===== src/rtl/mod_pkg.sv =====
// Shared constants and helpers for the serial modulo checker.
// Holds the divisor range limits, the bit-order encodings and a constant clog2.
package mod_pkg;

   localparam int unsigned MOD_MIN = 2;
   localparam int unsigned MOD_MAX = 16;

   localparam logic MODE_MSB = 1'b0;
   localparam logic MODE_LSB = 1'b1;

   // Number of bits needed to hold values 0..v-1
   function automatic int unsigned clog2(input int unsigned v);
      int unsigned r;
      r = 0;
      for (int unsigned i = 0; i < 31; i++) begin
         if ((32'd1 << i) < v) r = i + 1;
      end
      return r;
   endfunction

endpackage


===== src/rtl/mod_step.sv =====
// One serial step of the running remainder for either bit order.
// Purely combinational; the reduction is a single conditional subtract since every operand is below 2N.
module mod_step
   import mod_pkg::*;
#(
   parameter int unsigned MODULUS = 3,
   parameter int unsigned REM_W   = 2
) (
   input  logic [REM_W-1:0] i_rem,
   input  logic [REM_W-1:0] i_wgt,
   input  logic             i_bit,
   input  logic             i_mode,
   input  logic             i_first,
   output logic [REM_W-1:0] o_rem_next_c,
   output logic [REM_W-1:0] o_wgt_next_c
);

   localparam int unsigned SUM_W = REM_W + 2;
   localparam logic [SUM_W-1:0] N_S = SUM_W'(MODULUS);

   function automatic logic [REM_W-1:0] reduce(input logic [SUM_W-1:0] s);
      if (s >= N_S) return REM_W'(s - N_S);
      else          return REM_W'(s);
   endfunction

   logic [REM_W-1:0] w_rem_base;
   logic [REM_W-1:0] w_wgt_base;
   logic [SUM_W-1:0] w_rem_ext;
   logic [SUM_W-1:0] w_wgt_ext;
   logic [SUM_W-1:0] w_sum;

   // A first beat starts from the empty-frame state regardless of history
   always_comb begin
      w_rem_base   = i_first ? '0 : i_rem;
      w_wgt_base   = i_first ? REM_W'(1) : i_wgt;
      w_rem_ext    = SUM_W'(w_rem_base);
      w_wgt_ext    = SUM_W'(w_wgt_base);
      w_sum        = '0;
      o_rem_next_c = w_rem_base;
      o_wgt_next_c = w_wgt_base;
      if (i_mode == MODE_LSB) begin
         w_sum        = w_rem_ext + (i_bit ? w_wgt_ext : '0);
         o_rem_next_c = reduce(w_sum);
         o_wgt_next_c = reduce(w_wgt_ext << 1);
      end else begin
         w_sum        = (w_rem_ext << 1) + SUM_W'(i_bit);
         o_rem_next_c = reduce(w_sum);
      end
   end

endmodule


===== config.mk =====
export PLATFORM = sky130hd
export DESIGN_NAME = mod_step
export DESIGN_NICKNAME = d
export VERILOG_FILES = /design/src/rtl/mod_pkg.sv /design/src/rtl/mod_step.sv
export SDC_FILE = /design/constraint.sdc
export NUM_CORES = 1
export LEC_CHECK = 0
export CAP_MARGIN = 0
export CORE_AREA = 2 2 39 41
export DETAILED_ROUTE_END_ITERATION = 6
export DIE_AREA = 0 0 41 43
export GPL_TIMING_DRIVEN = 0
export PLACE_DENSITY = 0.41
export SETUP_SLACK_MARGIN = 0.2
export SLEW_MARGIN = 20
export SYNTH_ARGS = -nofsm -noshare
export SYNTH_HDL_FRONTEND = slang
export SYNTH_SLANG_ARGS = --single-unit

===== constraint.sdc =====
create_clock -name vclk -period 2.6
set_clock_uncertainty 0.1 [all_clocks]
set_input_delay 0.52 -clock vclk [all_inputs]
set_output_delay 0.52 -clock vclk [all_outputs]
set_load 0.03 [all_outputs]

==> metrics, run 1 <==
status=finished with violations; failing checks=setup timing; largest net degree at the start of global routing=9; hold buffer count at cts=0; Inst Count DP=54; Pins Over Slew Limit=0; WL final=733 um; Total Nets Final=60; Leakage=0.198 nW; synthesis-to-layout area growth=136%; Starting Density=14.4%; GP Congestion=0.652; NetSw=0.0000597 W; Die Y=43 um; Critical Path Fanout Max=5; MaxCap Viol Count=0; Final Instance Count excl. Fillers=63; Die X=41 um; Post-Syn Instances=27; Final setup viols=2; fmax=0.345 GHz; HP Class=input port to output port; CP arrival=2.28 ns; Final Hold Fails=0; WS Path Type=input port to output port; final period utilization=111%; Sw Ratio=48.1%; max_slew headroom=72.6%; initial antenna violation count=0; first-pass GRT wire length=1110 um; ratio of cells with drive above 1 in the final layout=61.7%; final core utilization=34.0%; RSZ-0062 raised after global routing=yes; Vias/cell=4.71; # clk buffers=0; CP endpoint kind=output port; Syn Area/Cell=7.37 um^2; I/O Buffers=11; power share of the clock group=0%; Antenna Nets Post-Route=0; CP bufs+invs=2; Final Critical Period=2.90 ns; row count=14; Yosys cell types=16; vias in the first global route=297; die area=0.00176 mm^2; fill count=152; Antenna Cells=0; kind of cell adding the most delay to the critical path=adder cells; Worst EP required=1.98 ns; Sequential Power Share=0%; Startpoint Class=input port; final worst slack=-0.298 ns; sequential fraction of the synthesis area=0%; crit-path cells=buf_8 -> and2b_1 -> ha_2 -> fa_2 -> ha_4 -> o21ba_4 -> o21ai_4 -> o31ai_4 -> buf_6; Reg area=0 um^2; multi-input logic area=290 um^2; number of remaining DRC errors=0; Initial DRC Count=0; Post-Syn Nets=38; pwr/cell area=264 mW/mm^2; max incr delay on CP=0.46 ns; Syn. warnings=0; Pint=0.0000643 W; Mapped Area=199 um^2; grt ovf=0; GR Util All Layers=8.60%; Slew @ Worst Pin=0.411 ns; FF+latch count=0; # IOs=11; routed len/inst=11.6 um; routed vias=297; maximum vdd ir drop=0.0900 mV; cell at the slowest stage of the critical path=fa_2; total core area=0.00138 mm^2; Combinational Power Share=100.0%; 1st-pass router iterations=1
-- power groups by stage --
| stage | Sequential, W | Combinational, W | Clock (W) |
|---|---|---|---|
| floorplan | 0 | 0.0000602 | 0 |
| global placement | 0 | 0.0000928 | 0 |
| detailed placement | 0 | 0.0000945 | 0 |
| CTS | 0 | 0.000123 | 0 |
| global route | 0 | 0.000133 | 0 |
| finish | 0 | 0.000124 | 0 |
-- layout make-up --
cell class	instances	area share [%]
multi-input combinational	26	61.7
timing repair buffer	20	33.2
tap	16	4.26
inverter	1	0.798
-- path summary, 6_finish.rpt --
| kind | startpoint | end | slack [ns] | cells after the start |
|---|---|---|---|---|
| setup / recovery | i_first | o_rem_next_c[0] | -0.30 | 9 |
| hold / removal | i_wgt[0] | o_wgt_next_c[1] | 1.37 | 4 |
-- cell usage in the layout (no fill, tap or decap), types with 2 or more instances in the layout --
| cell | Yosys | layout |
|---|---|---|
| dlygate4sd2_1 | 0 | 3 |
| nor3_1 | 3 | 2 |
| buf_2 | 0 | 5 |
| o21ai_0 | 3 | 2 |
| nor2_1 | 3 | 2 |
| buf_4 | 0 | 9 |
| a21oi_1 | 3 | 3 |
| buf_6 | 0 | 2 |
-- cells in the mapped netlist, drive strengths merged --
cell type / count / share of area (%)
a21oi: 3 / 7.5
a22oi: 1 / 3.8
and2b: 1 / 3.8
fa: 1 / 10
ha: 3 / 19
inv: 1 / 1.9
nand2b: 1 / 3.1
nor2: 3 / 5.7
nor2b: 1 / 4.4
nor3: 3 / 7.5
nor4b: 2 / 8.8
o21a: 1 / 3.8
o21ai: 3 / 7.5
o21ba: 1 / 5.0
o31ai: 1 / 3.8
o32ai: 1 / 4.4
-- stage by stage --
stage | cell area, um^2 | hold slack [ns] | TNS, ns | setup WS, ns | total power, W
CTS | 477 | 1.43 | -0.571 | -0.295 | 0.000123
detailed placement | 365 | 2.11 | -3.28 | -1.56 | 0.0000945
global placement | 365 | 2.10 | -3.13 | -1.55 | 0.0000928
finish | 470 | 1.37 | -0.554 | -0.298 | 0.000124
floorplan | 235 | 1.04 | -0.356 | -0.192 | 0.0000602
global route | 470 | 1.38 | -0.690 | -0.358 | 0.000133
-- layer usage --
metal,GRT usage [%],part of all wire (%),wire length [um],up-vias
li1,-,-,-,145
met1,8.57,39,288,142
met2,18.4,54,396,10
met3,0,6.5,48,0
met4,0,0,0,0
met5,0,0,0,-
-- what timing repair did --
action	in CTS	in global routing
pin swaps	9	0
cloned	0	0
buffers inserted	9	0
gates resized for setup	53	5
setup endpoints to repair	4	4
-- kinds of logic (layout without fill, tap and decap cells) --
logic type	Yosys count	count (layout)	synth area share, %
and+or+nand+nor	11	11	33.3
buffers and inverters	1	21	1.88
AOI/OAI and AO/OA	11	11	35.8
adders and majority gates	4	4	28.9
No activity file was read; power rests on OpenSTA's default activity.
==> run 2: changes to the inputs <==
--- a/config.mk
+++ b/config.mk
@@ -5,6 +5,7 @@
 export SDC_FILE = /design/constraint.sdc
 export NUM_CORES = 1
 export LEC_CHECK = 0
+export ABC_AREA = 0
 export CAP_MARGIN = 0
 export CORE_AREA = 2 2 39 41
 export DETAILED_ROUTE_END_ITERATION = 6
==> results of run 2 <==
Same layout as run 1: the final DEF is identical, and so are final timing and power.
==> run 3: changes to the inputs <==
--- a/config.mk
+++ b/config.mk
@@ -6,7 +6,6 @@
 export NUM_CORES = 1
 export LEC_CHECK = 0
 export ABC_AREA = 0
-export CAP_MARGIN = 0
 export CORE_AREA = 2 2 39 41
 export DETAILED_ROUTE_END_ITERATION = 6
 export DIE_AREA = 0 0 41 43
==> results of run 3 <==
Same layout as run 1: the final DEF is identical, and so are final timing and power.
